### src/rtl/commit_trace_pkg.sv
// Shared types for the commit-record path: record layout, pending-slot states, field widths.
// Record address/data fields are REC_XLEN wide; the top-level XLEN parameter must match it.
package commit_trace_pkg;

    localparam int MEMW_W   = 6;
    localparam int INST_W   = 32;
    localparam int REC_XLEN = 32;

    typedef enum logic [1:0] {
        IDLE    = 2'd0,
        PEND_R  = 2'd1,
        PEND_W  = 2'd2,
        PEND_RW = 2'd3
    } pend_state_e;

    typedef struct packed {
        logic [INST_W-1:0]   inst;
        logic [REC_XLEN-1:0] pc;
        logic                rd_valid;
        logic [REC_XLEN-1:0] rd_addr;
        logic [REC_XLEN-1:0] rd_data;
        logic [MEMW_W-1:0]   rd_width;
        logic                wr_valid;
        logic [REC_XLEN-1:0] wr_addr;
        logic [REC_XLEN-1:0] wr_data;
        logic [MEMW_W-1:0]   wr_width;
    } commit_rec_t;

endpackage

### src/rtl/record_fifo.sv
// Circular DEPTH-entry commit_rec_t queue. Head is registered (zero when empty), one-cycle push-to-visible.
// Push on full succeeds only alongside a pop; otherwise it is ignored and the caller flags the drop.
module record_fifo
    import commit_trace_pkg::*;
#(
    parameter int DEPTH = 4
) (
    input  logic                     clock,
    input  logic                     reset_n,
    input  logic                     push,
    input  commit_rec_t              push_dat,
    input  logic                     pop,
    output commit_rec_t              head_dat,
    output logic                     full,
    output logic                     empty,
    output logic [$clog2(DEPTH):0]   count
);

    localparam int AW = $clog2(DEPTH);

    commit_rec_t    r_mem [DEPTH];
    logic [AW:0]    r_wptr;
    logic [AW:0]    r_rptr;
    logic           w_full;
    logic           w_empty;
    logic           w_pop;
    logic           w_push;

    assign w_full  = (r_wptr[AW] != r_rptr[AW]) && (r_wptr[AW-1:0] == r_rptr[AW-1:0]);
    assign w_empty = (r_wptr == r_rptr);
    assign w_pop   = pop && !w_empty;
    // A full queue can still take a push when the head leaves in the same cycle.
    assign w_push  = push && (!w_full || w_pop);

    always_ff @(posedge clock or negedge reset_n) begin
        if (!reset_n) begin
            r_wptr <= '0;
            r_rptr <= '0;
        end else begin
            if (w_push) r_wptr <= r_wptr + 1'b1;
            if (w_pop)  r_rptr <= r_rptr + 1'b1;
        end
    end

    always_ff @(posedge clock) begin
        if (w_push) r_mem[r_wptr[AW-1:0]] <= push_dat;
    end

    assign head_dat = w_empty ? '0 : r_mem[r_rptr[AW-1:0]];
    assign full     = w_full;
    assign empty    = w_empty;
    assign count    = r_wptr - r_rptr;

endmodule

### src/rtl/commit_record_fifo.sv
// Fuses commits with their load/store events into records and queues them for the checker; head visible 1 cycle after commit.
// Checker back-pressure via out_ready; a commit on a full queue without a pop is dropped and sets sticky overflow.
module commit_record_fifo
    import commit_trace_pkg::*;
#(
    parameter int DEPTH = 4,
    parameter int XLEN  = REC_XLEN
) (
    input  logic                     clock,
    input  logic                     reset_n,
    input  logic                     instCommit_valid,
    input  logic [INST_W-1:0]        instCommit_inst,
    input  logic [XLEN-1:0]          instCommit_pc,
    input  logic                     mem_read_valid,
    input  logic [XLEN-1:0]          mem_read_addr,
    input  logic [XLEN-1:0]          mem_read_data,
    input  logic [MEMW_W-1:0]        mem_read_memWidth,
    input  logic                     mem_write_valid,
    input  logic [XLEN-1:0]          mem_write_addr,
    input  logic [XLEN-1:0]          mem_write_data,
    input  logic [MEMW_W-1:0]        mem_write_memWidth,
    output logic                     out_valid,
    input  logic                     out_ready,
    output logic [INST_W-1:0]        out_inst,
    output logic [XLEN-1:0]          out_pc,
    output logic                     out_rd_valid,
    output logic [XLEN-1:0]          out_rd_addr,
    output logic [XLEN-1:0]          out_rd_data,
    output logic [MEMW_W-1:0]        out_rd_width,
    output logic                     out_wr_valid,
    output logic [XLEN-1:0]          out_wr_addr,
    output logic [XLEN-1:0]          out_wr_data,
    output logic [MEMW_W-1:0]        out_wr_width,
    output logic                     overflow,
    output logic                     seq_error,
    output logic [$clog2(DEPTH):0]   count
);

    pend_state_e        r_state;
    pend_state_e        w_next;
    logic               w_pend_r;
    logic               w_pend_w;
    logic               w_has_r;
    logic               w_has_w;
    logic [XLEN-1:0]    r_rd_addr, r_rd_data, r_wr_addr, r_wr_data;
    logic [MEMW_W-1:0]  r_rd_width, r_wr_width;
    logic               r_overflow;
    logic               r_seq_error;
    commit_rec_t        w_rec;
    commit_rec_t        w_head;
    logic               w_full;
    logic               w_empty;
    logic               w_pop;

    always_ff @(posedge clock or negedge reset_n) begin
        if (!reset_n) r_state <= IDLE;
        else          r_state <= w_next;
    end

    assign w_has_r = w_pend_r || mem_read_valid;
    assign w_has_w = w_pend_w || mem_write_valid;

    always_comb begin
        w_next = r_state;
        if (instCommit_valid) begin
            w_next = IDLE;
        end else begin
            unique case ({w_has_r, w_has_w})
                2'b00:   w_next = IDLE;
                2'b10:   w_next = PEND_R;
                2'b01:   w_next = PEND_W;
                default: w_next = PEND_RW;
            endcase
        end
    end

    always_comb begin
        w_pend_r = (r_state == PEND_R) || (r_state == PEND_RW);
        w_pend_w = (r_state == PEND_W) || (r_state == PEND_RW);
    end

    // Slot payload is only meaningful while the FSM says so; a newer event simply overwrites it.
    always_ff @(posedge clock or negedge reset_n) begin
        if (!reset_n) begin
            r_rd_addr  <= '0;
            r_rd_data  <= '0;
            r_rd_width <= '0;
            r_wr_addr  <= '0;
            r_wr_data  <= '0;
            r_wr_width <= '0;
        end else begin
            if (mem_read_valid && !instCommit_valid) begin
                r_rd_addr  <= mem_read_addr;
                r_rd_data  <= mem_read_data;
                r_rd_width <= mem_read_memWidth;
            end
            if (mem_write_valid && !instCommit_valid) begin
                r_wr_addr  <= mem_write_addr;
                r_wr_data  <= mem_write_data;
                r_wr_width <= mem_write_memWidth;
            end
        end
    end

    always_comb begin
        w_rec          = '0;
        w_rec.inst     = instCommit_inst;
        w_rec.pc       = instCommit_pc;
        w_rec.rd_valid = w_has_r;
        w_rec.rd_addr  = mem_read_valid ? mem_read_addr     : r_rd_addr;
        w_rec.rd_data  = mem_read_valid ? mem_read_data     : r_rd_data;
        w_rec.rd_width = mem_read_valid ? mem_read_memWidth : r_rd_width;
        w_rec.wr_valid = w_has_w;
        w_rec.wr_addr  = mem_write_valid ? mem_write_addr     : r_wr_addr;
        w_rec.wr_data  = mem_write_valid ? mem_write_data     : r_wr_data;
        w_rec.wr_width = mem_write_valid ? mem_write_memWidth : r_wr_width;
    end

    assign w_pop = !w_empty && out_ready;

    always_ff @(posedge clock or negedge reset_n) begin
        if (!reset_n) begin
            r_overflow  <= 1'b0;
            r_seq_error <= 1'b0;
        end else begin
            if (instCommit_valid && w_full && !w_pop)
                r_overflow <= 1'b1;
            if ((mem_read_valid && w_pend_r) || (mem_write_valid && w_pend_w))
                r_seq_error <= 1'b1;
        end
    end

    record_fifo #(.DEPTH(DEPTH)) u_fifo (
        .clock    (clock),
        .reset_n  (reset_n),
        .push     (instCommit_valid),
        .push_dat (w_rec),
        .pop      (w_pop),
        .head_dat (w_head),
        .full     (w_full),
        .empty    (w_empty),
        .count    (count)
    );

    assign out_valid    = !w_empty;
    assign out_inst     = w_head.inst;
    assign out_pc       = w_head.pc;
    assign out_rd_valid = w_head.rd_valid;
    assign out_rd_addr  = w_head.rd_addr;
    assign out_rd_data  = w_head.rd_data;
    assign out_rd_width = w_head.rd_width;
    assign out_wr_valid = w_head.wr_valid;
    assign out_wr_addr  = w_head.wr_addr;
    assign out_wr_data  = w_head.wr_data;
    assign out_wr_width = w_head.wr_width;
    assign overflow     = r_overflow;
    assign seq_error    = r_seq_error;

endmodule

### config.mk
export PLATFORM = sky130hd
export DESIGN_NAME = commit_record_fifo
export DESIGN_NICKNAME = d
export VERILOG_FILES = /design/src/rtl/commit_trace_pkg.sv /design/src/rtl/record_fifo.sv /design/src/rtl/commit_record_fifo.sv
export SDC_FILE = /design/constraint.sdc
export NUM_CORES = 1
export LEC_CHECK = 0
export ABC_AREA = 1
export CAP_MARGIN = 20
export CORE_UTILIZATION = 25
export CTS_CLUSTER_DIAMETER = 60
export DETAILED_ROUTE_END_ITERATION = 8
export PLACE_DENSITY = 0.41
export SYNTH_ARGS = -nofsm -noshare
export SYNTH_HDL_FRONTEND = slang
export SYNTH_SLANG_ARGS = --single-unit
### constraint.sdc
create_clock -name clock -period 16.6 [get_ports clock]
set_input_delay 2.49 -clock clock [delete_from_list [all_inputs] [get_ports clock]]
set_output_delay 2.49 -clock clock [all_outputs]
set_load 0.005 [all_outputs]
# After elaboration in Yosys (flattened, before gate mapping)
# Memory sizes are Yosys's and may differ from the RTL's.
# Cells that the tools add are included.
[totals]
reg_bits = 150
latchBits = 0
ram_bits = 824
rom_bits = 0
inputBits = 210
out_inout_bits = 212
mem_count = 1
[op_classes]
add_sub_neg = 3
n_mul = 0
div_mod_pow = 0
order_cmp = 0
n_eq_ne = 8
shifts = 0
mux = 11
n_bitwise = 0
reduce_logical = 21
[mem_list]
columns = ["name", "depth", "word_bits", "read_ports", "rd_clocked_by_memory_dff", "write_ports", "line_no", "rtl"]
rows = [
  ["u_fifo.r_mem", 4, 206, 1, 0, 1, "record_fifo.sv:21", "commit_rec_t r_mem [DEPTH];"],
]
[op_table]
columns = ["op", "n"]
rows = [
  ["206-bit two-way mux", 1],
  ["32-bit two-way mux", 4],
  ["6-bit two-way mux", 2],
  ["1-bit logical AND", 10],
  ["3-bit by 1-bit adder with 3-bit output (second input constant)", 2],
  ["2-bit equality test (second input constant)", 3],
  ["1-bit logical OR", 6],
  ["2-bit one-hot mux with 3 select lines", 1],
  ["2-bit by 1-bit equality test with 1-bit output (second input constant)", 2],
  ["1-bit logical NOT", 4],
  ["3-bit equality test", 1],
  ["3-bit subtractor", 1],
  ["2-bit equality test", 1],
  ["2-bit logical NOT", 1],
  ["1-bit two-way mux", 2],
  ["2-bit two-way mux", 1],
  ["1-bit != test", 1],
]

# Longest topological paths before layout
# Gate-level depths: netlist of the first run.
[logic_depth]
ltp_word = 8
ltp_mapped = 11
ltp_nobuf = 8

# Cells and area by module
# A second synthesis of the first run with hierarchy kept.
[unflattened]
hier_cells = 3569
hier_area_um2 = 40428.8
[by_module_without_submodules]
columns = ["module", "n_inst", "cells_per_inst", "area_per_inst_um2", "seq_area_each_um2"]
rows = [
  ["record_fifo", 1, 2488, 32924.1, 24893.9],
  ["commit_record_fifo", 1, 1081, 7504.7, 3603.5],
]

# Worst setup path after synthesis of the first run
# Ideal clock, no wire load.
[synth_timing]
path_type = "input to register"
startpoint = "input port out_ready"
endpoint = "memory u_fifo.r_mem[0][0] (netlist name) (enable)"
setup_ns = 0.777
t_arrival_ns = 11.339
required_time_ns = 15.823
setup_slack_ns = 4.485
stages = 4
cell_sequence = "nor2_1 > nand2_1 > nand2_1 > nor2_1"
[synth_between]
elab_chain_cells = 6
[synth_lines]
columns = ["element", "line_no", "rtl"]
rows = [
  ["start, declared", "commit_record_fifo.sv:23", "input logic out_ready,"],
  ["1-bit logical AND", "commit_record_fifo.sv:119", "assign w_pop = !w_empty && out_ready;"],
  ["1-bit logical AND", "record_fifo.sv:31", "assign w_pop = pop && !w_empty;"],
  ["1-bit logical OR", "record_fifo.sv:33", "assign w_push = push && (!w_full || w_pop);"],
  ["1-bit logical AND", "record_fifo.sv:33", ""],
  ["1-bit two-way mux", "record_fifo.sv:46", "if (w_push) r_mem[r_wptr[AW-1:0]] <= push_dat;"],
  ["1-bit two-way mux (implied by the code)", "record_fifo.sv:46", ""],
  ["end, declared", "record_fifo.sv:21", ""],
]
# No other way between the ends.

# Worst setup path in the final report of the first run
[layout_timing]
startpoint = "register u_fifo.r_rptr[0]"
endpoint = "output port out_wr_width[3]"
[layout_between]
elab_chain_cells = 2
word_cells_on_any_way = 3
classes_between = "1 x eq/ne; 1 x mux; 1 x memory"
[layout_lines]
columns = ["element", "line_no", "rtl"]
rows = [
  ["start, declared", "record_fifo.sv:23", "logic [AW:0] r_rptr;"],
  ["start signal, assigned", "record_fifo.sv:41", "if (w_pop) r_rptr <= r_rptr + 1'b1;"],
  ["memory read 4 x 206 bit or 3-bit equality test (tied branches)", "n/a", ""],
  ["206-bit two-way mux (*)", "record_fifo.sv:49", "assign head_dat = w_empty ? '0 : r_mem[r_rptr[AW-1:0]];"],
  ["end, declared", "commit_record_fifo.sv:33", "output logic [MEMW_W-1:0] out_wr_width,"],
]
# Every way passes the cells marked *; elsewhere a longest branch is shown, timed or not.

==> results.sh, run 1 <==
export IMPL_status="complete, no violations"
export IMPL_worstPathArrival_ps=5610
export IMPL_slowest_stage="dfrtp_4"
export IMPL_crit_end="out_wr_width[3]"
export IMPL_clockBufferDepth=3
export IMPL_die_area_um2=169000
export IMPL_rsz0062_at_grt="no"
export IMPL_drc=0
export IMPL_first_pass_iters=5
export IMPL_ys_seq_elements=974
export IMPL_dr_wl_met3_um=7130
export IMPL_cts_resized=0
export IMPL_cp_cell_sequence="buf_12, buf_4, buf_4, nor2_1, nor2_1, nand2_1, a21oi_1, clkdlybuf4s50_1"
export IMPL_final_antenna_net_count=0
export IMPL_gp_congestion=0.721
export IMPL_grt_max_degree=250
export IMPL_finalSetupTns_ps=0
export IMPL_setup_violations=0
export IMPL_m1WireLength_um=53300
export IMPL_yosysTopAreaCell="edfxtp_1"
export IMPL_skew_ps=37.0
export IMPL_clkLatencyLatePin_ps=760
export IMPL_period_share_pct=48.8
export IMPL_via_per_inst=4.07
export IMPL_endpoint_kind="output pin"
export IMPL_syn_inst=4228
export IMPL_min_period_ps=8100
export IMPL_ios=422
export IMPL_core_area_um2=166000
export IMPL_clkTransAtPathRegs_ps=60
export IMPL_hp_start="r_wr_addr[14]"
export IMPL_wl_per_cell_um=17.2
export IMPL_yosysWarnings=0
export IMPL_r2r_start="u_fifo.r_rptr[1]"
export IMPL_cts_tree="built"
export IMPL_track_usage_pct=13.8
export IMPL_numCtsBuffers=121
export IMPL_grt_pass1_vias=26828
export IMPL_antenna_found_initial=28
export IMPL_fillCellCount=16987
export IMPL_drive_above_1_share_pct=5.39
export IMPL_synth_area_top_cells="edfxtp_1, nand2_1, dfrtp_1"
export IMPL_reg2reg_depth=9
export IMPL_critPathLaunch="u_fifo.r_rptr[0]"
export IMPL_syn_area_per_cell_um2=9.90
export IMPL_synthesis_nets=4446
export IMPL_clock_sinks=974
export IMPL_area_delta_synth_final_pct=24.6
export IMPL_grt_pass1_wl_um=175000
export IMPL_route_vias_total=28043
export IMPL_pre_cts_ws_ps=9360
export IMPL_leakagePower_nw=21.1
export IMPL_critPathTopFamily="buffers and inverters"
export IMPL_dpl_cell_area_um2=48000
export IMPL_worst_slack_ps=8500
export IMPL_timing_critical_path_buf_inv=4
export IMPL_root_buffer="clkbuf_16"
export IMPL_die_height_um=411
export IMPL_slew_violations=0
export IMPL_multi_input_area_um2=10100
export IMPL_route_met2_wl_um=55000
export IMPL_postCtsHoldBufs=0
export IMPL_yosysSeqAreaShare_pct=68.1
export IMPL_post_cts_setup_buffers=0
export IMPL_max_slew_margin_pct=9.75
export IMPL_final_area_um2=52200
export IMPL_hold_class="flip-flop to flip-flop"
export IMPL_crit_path_max_fanout=249
export IMPL_r2r_slack_ps=11690
export IMPL_drt_iter0_drc=1756
export IMPL_hold_viol=0
export IMPL_fmax_mhz=123
export IMPL_crit_cells=8
export IMPL_top_layer_used="met5"
export IMPL_h_tree_depth=3
export IMPL_syn_cell_area_um2=41900
export IMPL_final_seq_area_um2=28500
export IMPL_synth_top_cell_area_share_pct=59.1
export IMPL_port_buffers=421
export IMPL_overflow=0
export IMPL_nets=4807
export IMPL_start_kind="flip-flop"
export IMPL_critPathKind="flip-flop to output pin"
export IMPL_start_util_pct=25.3
export IMPL_r2r_end="u_fifo.r_mem[0][109]"
export IMPL_ir_drop_mv=0.136
export IMPL_cp_required_ps=14110
export IMPL_drv_cap=0
export IMPL_wl_um=118000
export IMPL_synth_cell_types=22
export IMPL_tightest_slew_ps=1350
export IMPL_cp_slowest_stage_delay_ps=940
export IMPL_cellPowerDensity_nw_per_um2=188
export IMPL_fp_dieW_um=411
export IMPL_dp_hpwl_um=66500
export IMPL_rows=149
worst register-to-register path: cells and delay by family (launching register included):
family | cells | cell delay [ps]
buffers and inverters | 3 | 2250
AND/OR/NAND/NOR | 5 | 1410
flip-flops | 1 | 500
adder cells (fa/ha/maj) | 1 | 360
flip-flops by register name, indices dropped and copies added, names as in the netlist:
register / count
u_fifo.r_mem: 824
r_rd_addr: 32
r_rd_data: 32
r_wr_addr: 32
r_wr_data: 32
r_rd_width: 6
r_wr_width: 6
u_fifo.r_rptr: 3
u_fifo.r_wptr: 3
r_state: 2
overflow: 1
seq_error: 1
where the power goes:
group,total [W],leakage [nW],switching [W],internal [W]
registers,0.00333,9.46,0.000131,0.00320
logic,0.00378,9.64,0.00228,0.00151
clock network,0.00268,2.01,0.00108,0.00160
worst min path at each step:
stage	end	slack, ps	depth (start not counted)
after CTS	r_rd_addr[7]	490	2
after global placement	r_wr_data[24]	470	2
after global routing	r_wr_data[1]	500	2
final	r_wr_addr[14]	480	2
after detailed placement	r_rd_data[2]	470	2
after floorplan	r_rd_addr[0]	450	2
synth_stat cells (all sizes together):
master	n
a21oi	209
buf	188
clkbuf	31
dfrtp	150
edfxtp	824
fa	1
ha	7
inv	570
nand2	1127
nand3	6
nand3b	1
nor2	829
o21ai	281
o21bai	1
xor2	3
routing by layer:
metal  vias to the layer above  GRT usage (%)
li1                      14127              -
met1                     13197           17.8
met2                       514           22.3
met3                       167           3.74
met4                        38           4.42
met5                         -              0
layout by cell type, fill, tap and decap left out, types with 3 or more instances in the layout:
| cell type | n |
|---|---|
| nor2_1 | 825 |
| buf_4 | 32 |
| clkbuf_8 | 18 |
| buf_12 | 3 |
| clkinv_16 | 3 |
| nor2_4 | 4 |
| bufinv_16 | 10 |
| clkbuf_16 | 123 |
| clkinv_2 | 22 |
| inv_1 | 566 |
| clkinvlp_4 | 6 |
| nand2_1 | 1125 |
| clkdlybuf4s50_1 | 420 |
| edfxtp_1 | 824 |
| diode_2 | 8 |
| clkbuf_1 | 28 |
| xor2_1 | 3 |
| a21oi_1 | 199 |
| nand3_1 | 5 |
| o21ai_0 | 281 |
| inv_8 | 4 |
| ha_1 | 7 |
| inv_6 | 6 |
| a21oi_2 | 10 |
| clkinv_1 | 9 |
| dfrtp_1 | 148 |
per-stage QoR:
step,std cells,hold WS (ps),utilization [%],power [W]
floorplan,4228,453,-,0.00542
global placement,6654,466,29.0,0.00728
detailed placement,6654,473,29.0,0.00728
CTS,6884,487,31.5,0.0100
global route,6889,502,31.5,0.0105
finish,6893,483,31.5,0.00980
kinds of logic (layout without fill, tap and decap cells):
kind of cell,after synthesis,after routing,share of synthesized area (%)
xor+xnor,3,3,0.0628
flops,974,974,68.1
fa+ha+maj,8,8,0.257
simple gates,1963,1963,17.7
buf+inv,789,1257,7.98
other cells,0,8,0
compound gates,491,491,5.97
area by class of cell:
type                    instances  share of cell area [%]
clock inverters                62                    1.35
repair buffers                457                    8.71
diodes                          8                  0.0384
clock buffers                 168                    6.55
multi-input cells            2465                    19.3
flip-flops and latches        974                    54.7
well taps                    2189                    5.25
inverters                     570                    4.14
No activity file was read; power rests on OpenSTA's default activity.
==> inputs of run 2 (changes only) <==
==> constraint.sdc (replaced) <==
create_clock -name clock -period 7.6 [get_ports clock]
set_input_delay 1.14 -clock clock [delete_from_list [all_inputs] [get_ports clock]]
set_output_delay 1.14 -clock clock [all_outputs]
set_load 0.005 [all_outputs]
==> results.sh, run 2 (synthesis gave the netlist of run 1 again) <==
export IMPL_drt_iter0_drc=1572
export IMPL_gp_congestion=0.722
export IMPL_skew_ps=54.0
export IMPL_final_common_cell="nand2_1"
export IMPL_area_delta_synth_final_pct=24.2
export IMPL_clkLatencyLatePin_ps=770
export IMPL_crit_path_max_fanout=119
export IMPL_slowest_stage="buf_4"
export IMPL_period_share_pct=78.2
export IMPL_start_util_pct=25.3
export IMPL_clkTransAtPathRegs_ps=60
export IMPL_drv_cap=0
export IMPL_ios=422
export IMPL_grt_pass1_vias=26604
export IMPL_cp_slowest_stage_delay_ps=750
export IMPL_r2r_slack_ps=3680
export IMPL_die_area_um2=169000
export IMPL_largest_reg_flops=824
export IMPL_cp_cell_sequence="inv_8, ha_1, nand2_1, inv_1, nand3_4, inv_8, buf_4, a21oi_1, clkdlybuf4s50_1"
export IMPL_fillCellCount=16992
export IMPL_dp_hpwl_um=67500
export IMPL_endpoint_kind="output pin"
export IMPL_layout_common_cells="nand2_1, nor2_1, edfxtp_1"
export IMPL_post_cts_setup_buffers=0
export IMPL_max_slew_margin_pct=15.9
export IMPL_wl_um=119000
export IMPL_status="complete, no violations"
export IMPL_rows=149
export IMPL_min_period_ps=5940
export IMPL_die_height_um=411
export IMPL_ir_drop_mv=0.377
export IMPL_hold_viol=0
export IMPL_finalCoreUtilization_pct=31.4
export IMPL_final_seq_area_um2=28500
export IMPL_antenna_found_initial=25
export IMPL_drc=0
export IMPL_multi_input_area_um2=10100
export IMPL_postCtsHoldBufs=0
export IMPL_nets=4805
export IMPL_h_tree_depth=3
export IMPL_core_area_um2=166000
export IMPL_tightest_slew_ps=1260
export IMPL_rsz0062_at_grt="no"
export IMPL_root_buffer="clkbuf_16"
export IMPL_cp_required_ps=6460
export IMPL_leakagePower_nw=21.0
export IMPL_drive_above_1_share_pct=5.11
export IMPL_p_total_w=0.0211
export IMPL_start_kind="flip-flop"
export IMPL_grt_pass1_wl_um=174000
export IMPL_slew_violations=0
export IMPL_via_per_inst=4.05
export IMPL_first_pass_iters=5
export IMPL_clockBufferDepth=3
export IMPL_wl_per_cell_um=17.2
export IMPL_clock_sinks=974
export IMPL_cts_resized=0
export IMPL_track_usage_pct=13.8
export IMPL_worstPathArrival_ps=4800
export IMPL_final_antenna_net_count=0
export IMPL_fp_dieW_um=411
export IMPL_hold_class="primary input to asynchronous set/reset pin"
export IMPL_port_buffers=421
export IMPL_cts_tree="built"
export IMPL_hold_worst_slack_ps=422
export IMPL_setup_violations=0
export IMPL_route_vias_total=27903
export IMPL_cpMostUsedCell="inv_8"
export IMPL_fmax_mhz=168
export IMPL_numCtsBuffers=121
export IMPL_critPathKind="flip-flop to output pin"
export IMPL_grt_max_degree=229
export IMPL_overflow=0
export IMPL_reg2reg_depth=9
export IMPL_cellPowerDensity_nw_per_um2=407
-- run 2: cell count changes in the layout (fill, tap and decap cells not counted), sizes merged --
cell / before / now
bufinv: 10 / 5
clkinv: 38 / 37
buf: 36 / 34
clkbuf: 169 / 172
inv: 578 / 582
-- run 2: cell type report --
| class | count | area share (%) |
|---|---|---|
| sequential | 974 | 54.8 |
| multi-input combinational | 2465 | 19.4 |
| timing repair buffer | 455 | 8.79 |
| clock buffer | 171 | 6.36 |
| tap | 2189 | 5.27 |
| inverter | 570 | 4.15 |
| clock inverter | 60 | 1.21 |
| antenna | 8 | 0.0385 |
-- run 2: worst paths after layout --
check,start,endpoint
setup / recovery,u_fifo.r_rptr[1],out_rd_valid
hold / removal,reset_n,r_rd_data[11]
setup reg to reg,u_fifo.r_rptr[1],u_fifo.r_mem[1][154]
hold reg to reg,r_rd_data[14],r_rd_data[14]
max in group asynchronous,reset_n,r_rd_addr[22]
min in group clock,r_rd_data[14],r_rd_data[14]
-- run 2: report_power, final --
group	switching (W)	total, W	internal, W
Combinational	0.00494	0.00823	0.00330
Sequential	0.000326	0.00732	0.00699
Clock	0.00236	0.00560	0.00324
Total	0.00762	0.0211	0.0135
-- run 2: metal layers --
layer  vias to the layer above  track usage, %  part of all wire [%]
li1                      14133               -                     -
met1                     13050            17.9                    45
met2                       518            22.1                    46
met3                       176            4.05                   6.3
met4                        26            4.07                   2.2
met5                         -               0                  0.13
-- run 2: stage by stage --
step | TNS (ps) | std cells | cell area, um2 | worst slack [ps]
final | 0 | 6892 | 52000 | 1660
after global routing | 0 | 6891 | 52000 | 1250
after CTS | 0 | 6884 | 52000 | 1350
after detailed placement | 0 | 6653 | 48000 | 2230
after global placement | 0 | 6652 | 48000 | 2240
after floorplan | -2728440 | 4228 | 41900 | -3310
-- run 2: worst max-delay path, delay by kind of cell (launching register included) --
| kind | cells | cell delay [ps] |
|---|---|---|
| AOI/OAI and AO/OA | 1 | 140 |
| buffers and inverters | 5 | 2500 |
| and+or+nand+nor | 2 | 180 |
| DFF | 1 | 740 |
| adders and majority gates | 1 | 390 |
==> inputs of run 3 (changes only) <==
--- a/config.mk
+++ b/config.mk
@@ -10,7 +10,7 @@
 export CORE_UTILIZATION = 25
 export CTS_CLUSTER_DIAMETER = 60
 export DETAILED_ROUTE_END_ITERATION = 8
-export PLACE_DENSITY = 0.41
+export PLACE_DENSITY = 0.43
 export SYNTH_ARGS = -nofsm -noshare
 export SYNTH_HDL_FRONTEND = slang
 export SYNTH_SLANG_ARGS = --single-unit
==> constraint.sdc (replaced) <==
create_clock -name clock -period 5.25 [get_ports clock]
set_input_delay 0.7875 -clock clock [delete_from_list [all_inputs] [get_ports clock]]
set_output_delay 0.7875 -clock clock [all_outputs]
set_load 0.005 [all_outputs]
==> results.sh, run 3 (synthesis gave the netlist of run 1 again) <==
export IMPL_die_height_um=411
export IMPL_h_tree_depth=3
export IMPL_endpoint_kind="output pin"
export IMPL_r2r_slack_ps=1990
export IMPL_clock_sinks=974
export IMPL_grt_max_degree=225
export IMPL_slew_violations=0
export IMPL_drc=0
export IMPL_clockBufferDepth=3
export IMPL_first_pass_iters=6
export IMPL_layout_common_cells="nand2_1, nor2_1, edfxtp_1"
export IMPL_sw_frac_of_total_pct=35.4
export IMPL_clkTransAtPathRegs_ps=60
export IMPL_leakagePower_nw=21.2
export IMPL_core_area_um2=166000
export IMPL_start_kind="flip-flop"
export IMPL_drv_cap=0
export IMPL_die_area_um2=169000
export IMPL_ir_drop_mv=0.461
export IMPL_dr_wl_met3_um=7240
export IMPL_final_antenna_net_count=0
export IMPL_ios=422
export IMPL_combPwrFrac_pct=39.3
export IMPL_nets=4812
export IMPL_clkPwrFrac_pct=26.8
export IMPL_fillCellCount=16920
export IMPL_worst_slack_ps=896
export IMPL_numCtsBuffers=118
export IMPL_postCtsHoldBufs=0
export IMPL_wl_um=119000
export IMPL_gp_congestion=0.743
export IMPL_cp_slowest_stage_delay_ps=610
export IMPL_critPathTopFamily="buffers and inverters"
export IMPL_worstPathArrival_ps=3570
export IMPL_slowest_stage="dfrtp_4"
export IMPL_port_buffers=421
export IMPL_track_usage_pct=13.9
export IMPL_grt_pass1_vias=26508
export IMPL_start_util_pct=25.3
export IMPL_cp_required_ps=4460
export IMPL_drive_above_1_share_pct=5.49
export IMPL_period_share_pct=82.9
export IMPL_p_seq_share_pct=33.9
export IMPL_status="complete, no violations"
export IMPL_crit_path_max_fanout=84
export IMPL_clkLatencyLatePin_ps=740
export IMPL_p_switching_w=0.0109
export IMPL_rsz0062_at_grt="no"
export IMPL_finalSetupTns_ps=0
export IMPL_cp_cell_sequence="ha_1, nand2_1, inv_1, nand3_4, inv_8, buf_4, a21oi_1, clkdlybuf4s50_1"
export IMPL_rows=149
export IMPL_hold_class="primary input to asynchronous set/reset pin"
export IMPL_route_vias_total=28132
export IMPL_finalCoreUtilization_pct=31.6
export IMPL_skew_ps=55.3
export IMPL_fp_dieW_um=411
export IMPL_via_per_inst=4.08
export IMPL_cts_tree="built"
export IMPL_cts_resized=0
export IMPL_area_delta_synth_final_pct=25.1
export IMPL_top_layer_used="met5"
export IMPL_post_cts_setup_buffers=0
export IMPL_wl_per_cell_um=17.3
export IMPL_max_slew_margin_pct=15.1
export IMPL_final_common_cell="nand2_1"
export IMPL_hold_viol=0
export IMPL_drt_iter0_drc=1632
export IMPL_min_period_ps=4350
export IMPL_cellPowerDensity_nw_per_um2=589
export IMPL_internal_power_w=0.0199
export IMPL_setup_violations=0
export IMPL_route_met2_wl_um=56100
export IMPL_dp_hpwl_um=70800
export IMPL_m1WireLength_um=52800
export IMPL_critPathKind="flip-flop to output pin"
export IMPL_timing_critical_path_buf_inv=4
export IMPL_fmax_mhz=230
export IMPL_root_buffer="clkbuf_16"
export IMPL_overflow=0
export IMPL_tightest_slew_ps=1270
export IMPL_grt_pass1_wl_um=175000
export IMPL_pre_cts_ws_ps=1530
export IMPL_antenna_found_initial=29
export IMPL_largest_reg_flops=824
==> run 3: area by class of cell <==
cell class                 instances  area (um2)  share of cell area, %
antenna                           15        37.5                 0.0717
clock buffer                     143        3170                   6.05
clock inverter                    80         818                   1.56
inverter                         570        2160                   4.12
multi-input combinational       2465       10100                   19.2
sequential                       974       28500                   54.4
tap                             2189        2740                   5.23
timing repair buffer             465        4890                   9.33
==> run 3: stage by stage <==
stage / cell area (um2) / hold slack [ps] / std cells / total power, W
global route: 52400 / 155 / 6898 / 0.0329
CTS: 52300 / 119 / 6886 / 0.0315
detailed placement: 48400 / 471 / 6663 / 0.0231
finish: 52400 / 143 / 6901 / 0.0308
floorplan: 41900 / 453 / 4228 / 0.0169
global placement: 48400 / 460 / 6663 / 0.0231
==> run 3: power groups by stage <==
stage	registers (W)	logic (W)	clock network [W]
finish	0.0105	0.0121	0.00826
global route	0.0106	0.0135	0.00882
CTS	0.0105	0.0125	0.00853
detailed placement	0.0106	0.0124	0
global placement	0.0106	0.0125	0
floorplan	0.0108	0.00614	0
==> run 3: worst reg2reg max path, stage by stage, from the launching register on <==
cell and delay [ps]:
dfrtp_4 510, inv_8 230, ha_1 280, nand2_1 80, nor2_1 40, nand2_1 180
nand2_1 320, nor2_4 760, buf_4 460
==> run 3: layer usage <==
metal	track usage (%)	vias to the layer above
met5	0	-
met4	5.29	24
met3	3.49	172
met2	22.4	603
met1	17.9	13180
li1	-	14153
==> run 3: worst paths after layout <==
check,start,end,cells past startpoint
worst max register to register,u_fifo.r_rptr[1],u_fifo.r_mem[0][180],8
worst min-delay path,reset_n,r_rd_data[12],1
min in group clock,r_rd_addr[24],r_rd_addr[24],2
worst max-delay path,u_fifo.r_rptr[0],out_pc[18],8
max in group asynchronous,reset_n,r_wr_data[10],2
worst min register to register,r_rd_addr[24],r_rd_addr[24],2
